===== config.mk =====
export PLATFORM = sky130hd
export DESIGN_NAME = upd7800_clkgen
export DESIGN_NICKNAME = d
export VERILOG_FILES = /design/src/rtl/upd7800_clkgen.sv
export SDC_FILE = /design/constraint.sdc
export NUM_CORES = 1
export LEC_CHECK = 0
export CELL_PAD_IN_SITES_DETAIL_PLACEMENT = 0
export CELL_PAD_IN_SITES_GLOBAL_PLACEMENT = 1
export CORE_MARGIN = 4
export CORE_UTILIZATION = 43
export CTS_CLUSTER_DIAMETER = 40
export CTS_CLUSTER_SIZE = 28
export DETAILED_ROUTE_END_ITERATION = 6
export GPL_TIMING_DRIVEN = 0
export PLACE_DENSITY_LB_ADDON = 0.1
export SLEW_MARGIN = 20
export SYNTH_ARGS = -nofsm -noshare
export SYNTH_HDL_FRONTEND = slang
export SYNTH_SLANG_ARGS = --single-unit
export TNS_END_PERCENT = 5

===== constraint.sdc =====
create_clock -name clk_i -period 4.6 [get_ports clk_i]
set_input_delay 0.92 -clock clk_i [delete_from_list [all_inputs] [get_ports clk_i]]
set_output_delay 0.92 -clock clk_i [all_outputs]
set_load 0.01 [all_outputs]

===== src/rtl/upd7800_clkgen.sv =====
// Two-phase clock and reset sequencer for the uPD7800 core: divides clk_i into
// four quarters per CPU state, emits CP1/CP2 levels and edge strobes, and stretches reset.
module upd7800_clkgen #(
    parameter int DIV        = 3,
    parameter int RST_STATES = 8
) (
    input  logic clk_i,
    input  logic resetb_i,
    input  logic ext_resb_i,
    input  logic hold_req_i,
    output logic hold_ack_o,
    output logic cp1_o,
    output logic cp2_o,
    output logic cp1_posedge_o,
    output logic cp1_negedge_o,
    output logic cp2_posedge_o,
    output logic cp2_negedge_o,
    output logic cpu_resetb_o
);

    localparam int QW = (DIV > 1) ? $clog2(DIV) : 1;
    localparam int RW = $clog2(RST_STATES + 1);
    localparam logic [QW-1:0] QMAX = QW'(DIV - 1);
    localparam logic [RW-1:0] RMAX = RW'(RST_STATES);

    typedef enum logic [1:0] {Q0 = 2'd0, Q1 = 2'd1, Q2 = 2'd2, Q3 = 2'd3} quarter_t;

    quarter_t        quarter_q, quarter_d;
    logic [QW-1:0]   qcnt_q, qcnt_d;
    logic [RW-1:0]   rst_cnt_q, rst_cnt_d;
    logic            run_q, hold_q, hold_d;
    logic            ext_s1_q, ext_s2_q;
    logic            cp1_q, cp1_d, cp2_q, cp2_d;
    logic            p1p_q, p1p_d, p1n_q, p1n_d, p2p_q, p2p_d, p2n_q, p2n_d;
    logic            cpu_resetb_q, cpu_resetb_d;
    logic            enter;

    always_ff @(posedge clk_i or negedge resetb_i) begin
        if (!resetb_i) begin
            quarter_q    <= Q3;
            qcnt_q       <= '0;
            rst_cnt_q    <= '0;
            run_q        <= 1'b0;
            hold_q       <= 1'b0;
            ext_s1_q     <= 1'b0;
            ext_s2_q     <= 1'b0;
            cp1_q        <= 1'b0;
            cp2_q        <= 1'b0;
            p1p_q        <= 1'b0;
            p1n_q        <= 1'b0;
            p2p_q        <= 1'b0;
            p2n_q        <= 1'b0;
            cpu_resetb_q <= 1'b0;
        end else begin
            quarter_q    <= quarter_d;
            qcnt_q       <= qcnt_d;
            rst_cnt_q    <= rst_cnt_d;
            run_q        <= 1'b1;
            hold_q       <= hold_d;
            ext_s1_q     <= ext_resb_i;
            ext_s2_q     <= ext_s1_q;
            cp1_q        <= cp1_d;
            cp2_q        <= cp2_d;
            p1p_q        <= p1p_d;
            p1n_q        <= p1n_d;
            p2p_q        <= p2p_d;
            p2n_q        <= p2n_d;
            cpu_resetb_q <= cpu_resetb_d;
        end
    end

    always_comb begin
        quarter_d = quarter_q;
        qcnt_d    = qcnt_q;
        hold_d    = hold_q;
        enter     = 1'b0;
        if (!run_q) begin
            // First edge out of reset always lands on the start of Q0.
            quarter_d = Q0;
            qcnt_d    = '0;
            hold_d    = 1'b0;
            enter     = 1'b1;
        end else if (qcnt_q == QMAX) begin
            if (quarter_q == Q3 && hold_req_i) begin
                hold_d = 1'b1;
            end else begin
                quarter_d = quarter_t'(quarter_q + 2'd1);
                qcnt_d    = '0;
                hold_d    = 1'b0;
                enter     = 1'b1;
            end
        end else begin
            qcnt_d = qcnt_q + QW'(1);
        end

        cp1_d = (quarter_d == Q0);
        cp2_d = (quarter_d == Q2);
        p1p_d = enter && (quarter_d == Q0);
        p1n_d = enter && (quarter_d == Q1);
        p2p_d = enter && (quarter_d == Q2);
        p2n_d = enter && (quarter_d == Q3);

        // Count completed CPU states, including the one whose P2- strobe is visible now.
        rst_cnt_d = rst_cnt_q;
        if (!ext_s2_q) begin
            rst_cnt_d = '0;
        end else if (p2n_q && rst_cnt_q != RMAX) begin
            rst_cnt_d = rst_cnt_q + RW'(1);
        end

        cpu_resetb_d = ext_s2_q && (cpu_resetb_q || (rst_cnt_d == RMAX && p1p_d));
    end

    assign hold_ack_o    = hold_q;
    assign cp1_o         = cp1_q;
    assign cp2_o         = cp2_q;
    assign cp1_posedge_o = p1p_q;
    assign cp1_negedge_o = p1n_q;
    assign cp2_posedge_o = p2p_q;
    assign cp2_negedge_o = p2n_q;
    assign cpu_resetb_o  = cpu_resetb_q;

endmodule


==> run summary <==
The worst hold path belongs to the class register to register. Routed wire length per instance: 11.9 µm. For this run, the register share of the synthesized area comes to 59.4%. Power spread over the standard cell area amounts to 287 nW/µm².

For this run the aggregate overflow at the end of global routing stands at 0. After clock tree synthesis, the clock-pin slew on the worst setup and hold paths is 100 ps. For the pin with the worst max-slew slack, the measured transition is 835 ps. The final antenna diode count is 0. After synthesis the cells add up to 805 µm².

The final critical path time including I/O delays and setup is 2220 ps, and the number of vias per cell is 4.79. In this run the critical register-to-register path is launched from quarter_q[0]. The total buffers and inverters traversed by the critical path was 1; the signed area change from the synthesized netlist to the final layout was 20.8%. Entering global routing, the biggest net connects 20 pins.

The Yosys step of the flow raised 0 warnings. The core footprint was 1750 µm². Setup repair after global routing left no endpoint under its margin. The floorplan step set the die height to 51.3 µm.

The logs give 0.741 for the placer's final routability congestion estimate and 2 for the buffer depth of the longest clock path. Endpoint of the worst hold path: ext_s2_q. The run gives 95 as the final net count. The tools report the reg-to-reg critical path endpoint as cpu_resetb_o.

The count of H-tree levels built during CTS was 1. In the layout the commonest cells are 17 x sky130_fd_sc_hd__dfrtp_1, 11 x sky130_fd_sc_hd__clkdlybuf4s50_1, 8 x sky130_fd_sc_hd__nand2_1. The post-CTS repair timing setup buffer count was 0.

The tools report the number of antenna-violating nets in the routed design as 0. Each instance of the synthesized netlist takes up on average 11.2 µm². The largest registers in the layout are rst_cnt_q: 4 flops, qcnt_q: 2 flops, quarter_q: 2 flops.

The endpoint required time on the critical path is 3680 ps. The share of post-route cells with drive strength above 1 is 9.20%. Counting the buffers created by CTS gives 3. The die covers 2630 µm². Horizontal die dimension: 51.3 µm. The initial cell density of the core came out at 46.1%. Headroom to the max-slew limit came out at 44.2%.

Summed over all failing endpoints, the final setup total negative slack is 0 ps. Across the run, the number of max-cap violations was 0. OpenSTA, run right after detailed placement, puts the worst setup slack at 2420 ps. The first global-routing pass estimated 2370 µm of wire. STA classifies the critical path endpoint as a primary output.

The standby leakage power is 0.430 nW. For the number of endpoints failing setup at the final stage, the log shows 0. TritonCTS built the clock tree. The worst stage delay on the critical path was 570 ps; the number of DRC markers after the initial detailed-route iteration was 0. The setup path with the least slack is of type register to primary output. The achievable frequency is 450 MHz, and the number of instances resized during post-cts repair is 0. Yosys mapped the design onto 27 distinct sky130hd cell types. STA classifies the critical path startpoint as a register. The run gives 524 as the number of global-route vias before repair.

The number of flip-flops in the largest register came out at 4. Most common cell after layout, fill and taps aside: sky130_fd_sc_hd__dfrtp_1. The flow ran to the end, and the final reports show no timing, DRC or antenna violations. The max-slew violation count was 0; the global-route usage over all layers was 12.8%. Register containing the most flip-flops in the final layout: rst_cnt_q.

In this run the most critical hold path is launched from ext_s1_q. At the worst endpoint, the arrival time is 1300 ps. The insertion delay to the later sink of the worst-skew pair came out at 290 ps.

The initial antenna violation count is 0. In this run, post-CTS hold repair placed 0 buffers. In this design, the largest share of critical-path delay is due to buffers and inverters. Along the worst path, the maximum fanout reaches 6.

The tools report the library cell used as clock root buffer as sky130_fd_sc_hd__clkbuf_4. The worst vdd rail ir drop is 229 µV, and the number of remaining DRC errors is 0. Among all stages on the critical path, the largest delay is contributed by sky130_fd_sc_hd__clkdlybuf4s50_1. The setup slack of the most critical reg-to-reg path was 3010 ps. The total of buffers placed on input and output ports works out to 11.

The initialized floorplan defines 15 standard-cell rows. The run gives 12 as the number of placed I/O pins. The ratio of final minimum period to clock period is 48.3%, and the number of instances on the worst hold path is 0. The logs give 79 for the number of nets in the synthesized netlist and 4.59 ps for the worst clock skew.

The synthesized flop and latch total is 19, and the hold violation count in the final report is 0. The routed layout has 537 vias. Synthesis produced 72 cells. The post-route worst setup slack is 2380 ps, and the number of clock sinks seen by CTS is 19. The number of detailed-route iterations in the first pass came out at 1. Counting cells, the worst reg-to-reg path comes to 4. Walking the worst path, the cells encountered are clkdlybuf4s50_1.

The total detailed-routing wirelength was 1340 µm.
worst reg2reg max path: stages (launching register included):
cell and delay (ps):
sky130_fd_sc_hd__dfstp_2 590, sky130_fd_sc_hd__ha_1 280, sky130_fd_sc_hd__nand2b_1 150, sky130_fd_sc_hd__o21a_1 200
sky130_fd_sc_hd__o41ai_2 280
per-stage QoR:
stage / area (µm²) / hold slack [ps] / total power (W) / utilization, % / cells
floorplan: 805 / 331 / 0.000190 / - / 72
global placement: 946 / 337 / 0.000202 / 54.2 / 108
detailed placement: 946 / 342 / 0.000203 / 54.2 / 108
CTS: 972 / 366 / 0.000285 / 55.7 / 112
global route: 972 / 379 / 0.000295 / 55.7 / 112
finish: 972 / 362 / 0.000279 / 55.7 / 112
cell usage after synthesis, drive strengths merged:
cell type / instances / share of area (%)
nor2b: 2 / 2.5
nor2: 4 / 1.9
o21ai: 3 / 1.9
or2b: 1 / 0.93
and2: 2 / 1.6
a21oi: 3 / 1.9
nor3: 3 / 1.9
o41ai: 1 / 2.0
ha: 3 / 4.7
and4b: 1 / 1.2
dfrtp: 17 / 53
conb: 1 / 0.47
nand2b: 2 / 1.6
nand3b: 1 / 0.93
nand3: 3 / 1.9
nand2: 9 / 4.5
mux2i: 1 / 1.2
a21boi: 1 / 0.93
nand4: 1 / 0.78
dfstp: 2 / 6.5
o21a: 1 / 0.93
xnor2: 2 / 2.2
a32o: 1 / 1.2
inv: 6 / 2.8
nor4: 1 / 0.78
area by class of cell:
class,count,area [µm²]
Clock buffer,4,26.3
Fill cell,178,773
Sequential cell,19,478
Tap cell,25,31.3
Multi-Input combinational cell,47,304
Inverter,6,22.5
Timing Repair Buffer,11,110
kinds of logic after synthesis:
family / share of synthesized area (%)
AOI/OAI and AO/OA: 8.86
adders and majority gates: 4.67
and+or+nand+nor: 20.4
xor gates and xnor gates: 2.18
other: 0.466
muxes: 1.24
buffers and inverters: 2.80
DFF: 59.4
power by group:
group	internal, W	total [W]	switching [W]
clock network	0.0000337	0.0000802	0.0000465
logic	0.0000105	0.0000217	0.0000112
registers	0.000173	0.000177	0.00000443
metal layers:
metal	routed length [µm]	track usage (%)	up-vias
li1	-	-	273
met1	672	17.0	248
met2	560	17.6	12
met3	60	3.79	4
met4	45	9.17	0
met5	0	0	-
worst max path at each step:
stage	startpoint	end	slack [ps]	cells past startpoint
2_1_floorplan	hold_req_i	cpu_resetb_o	2970	4
3_3_place_gp	hold_req_i	cpu_resetb_o	2440	5
4_1_cts	cp2_negedge_o	cp2_negedge_o	2370	1
3_5_place_dp	hold_req_i	cpu_resetb_o	2420	5
5_1_grt	cp2_negedge_o	cp2_negedge_o	2340	1
6_report	cp2_negedge_o	cp2_negedge_o	2380	1
Note: power is estimated with default switching activity, not from simulation.
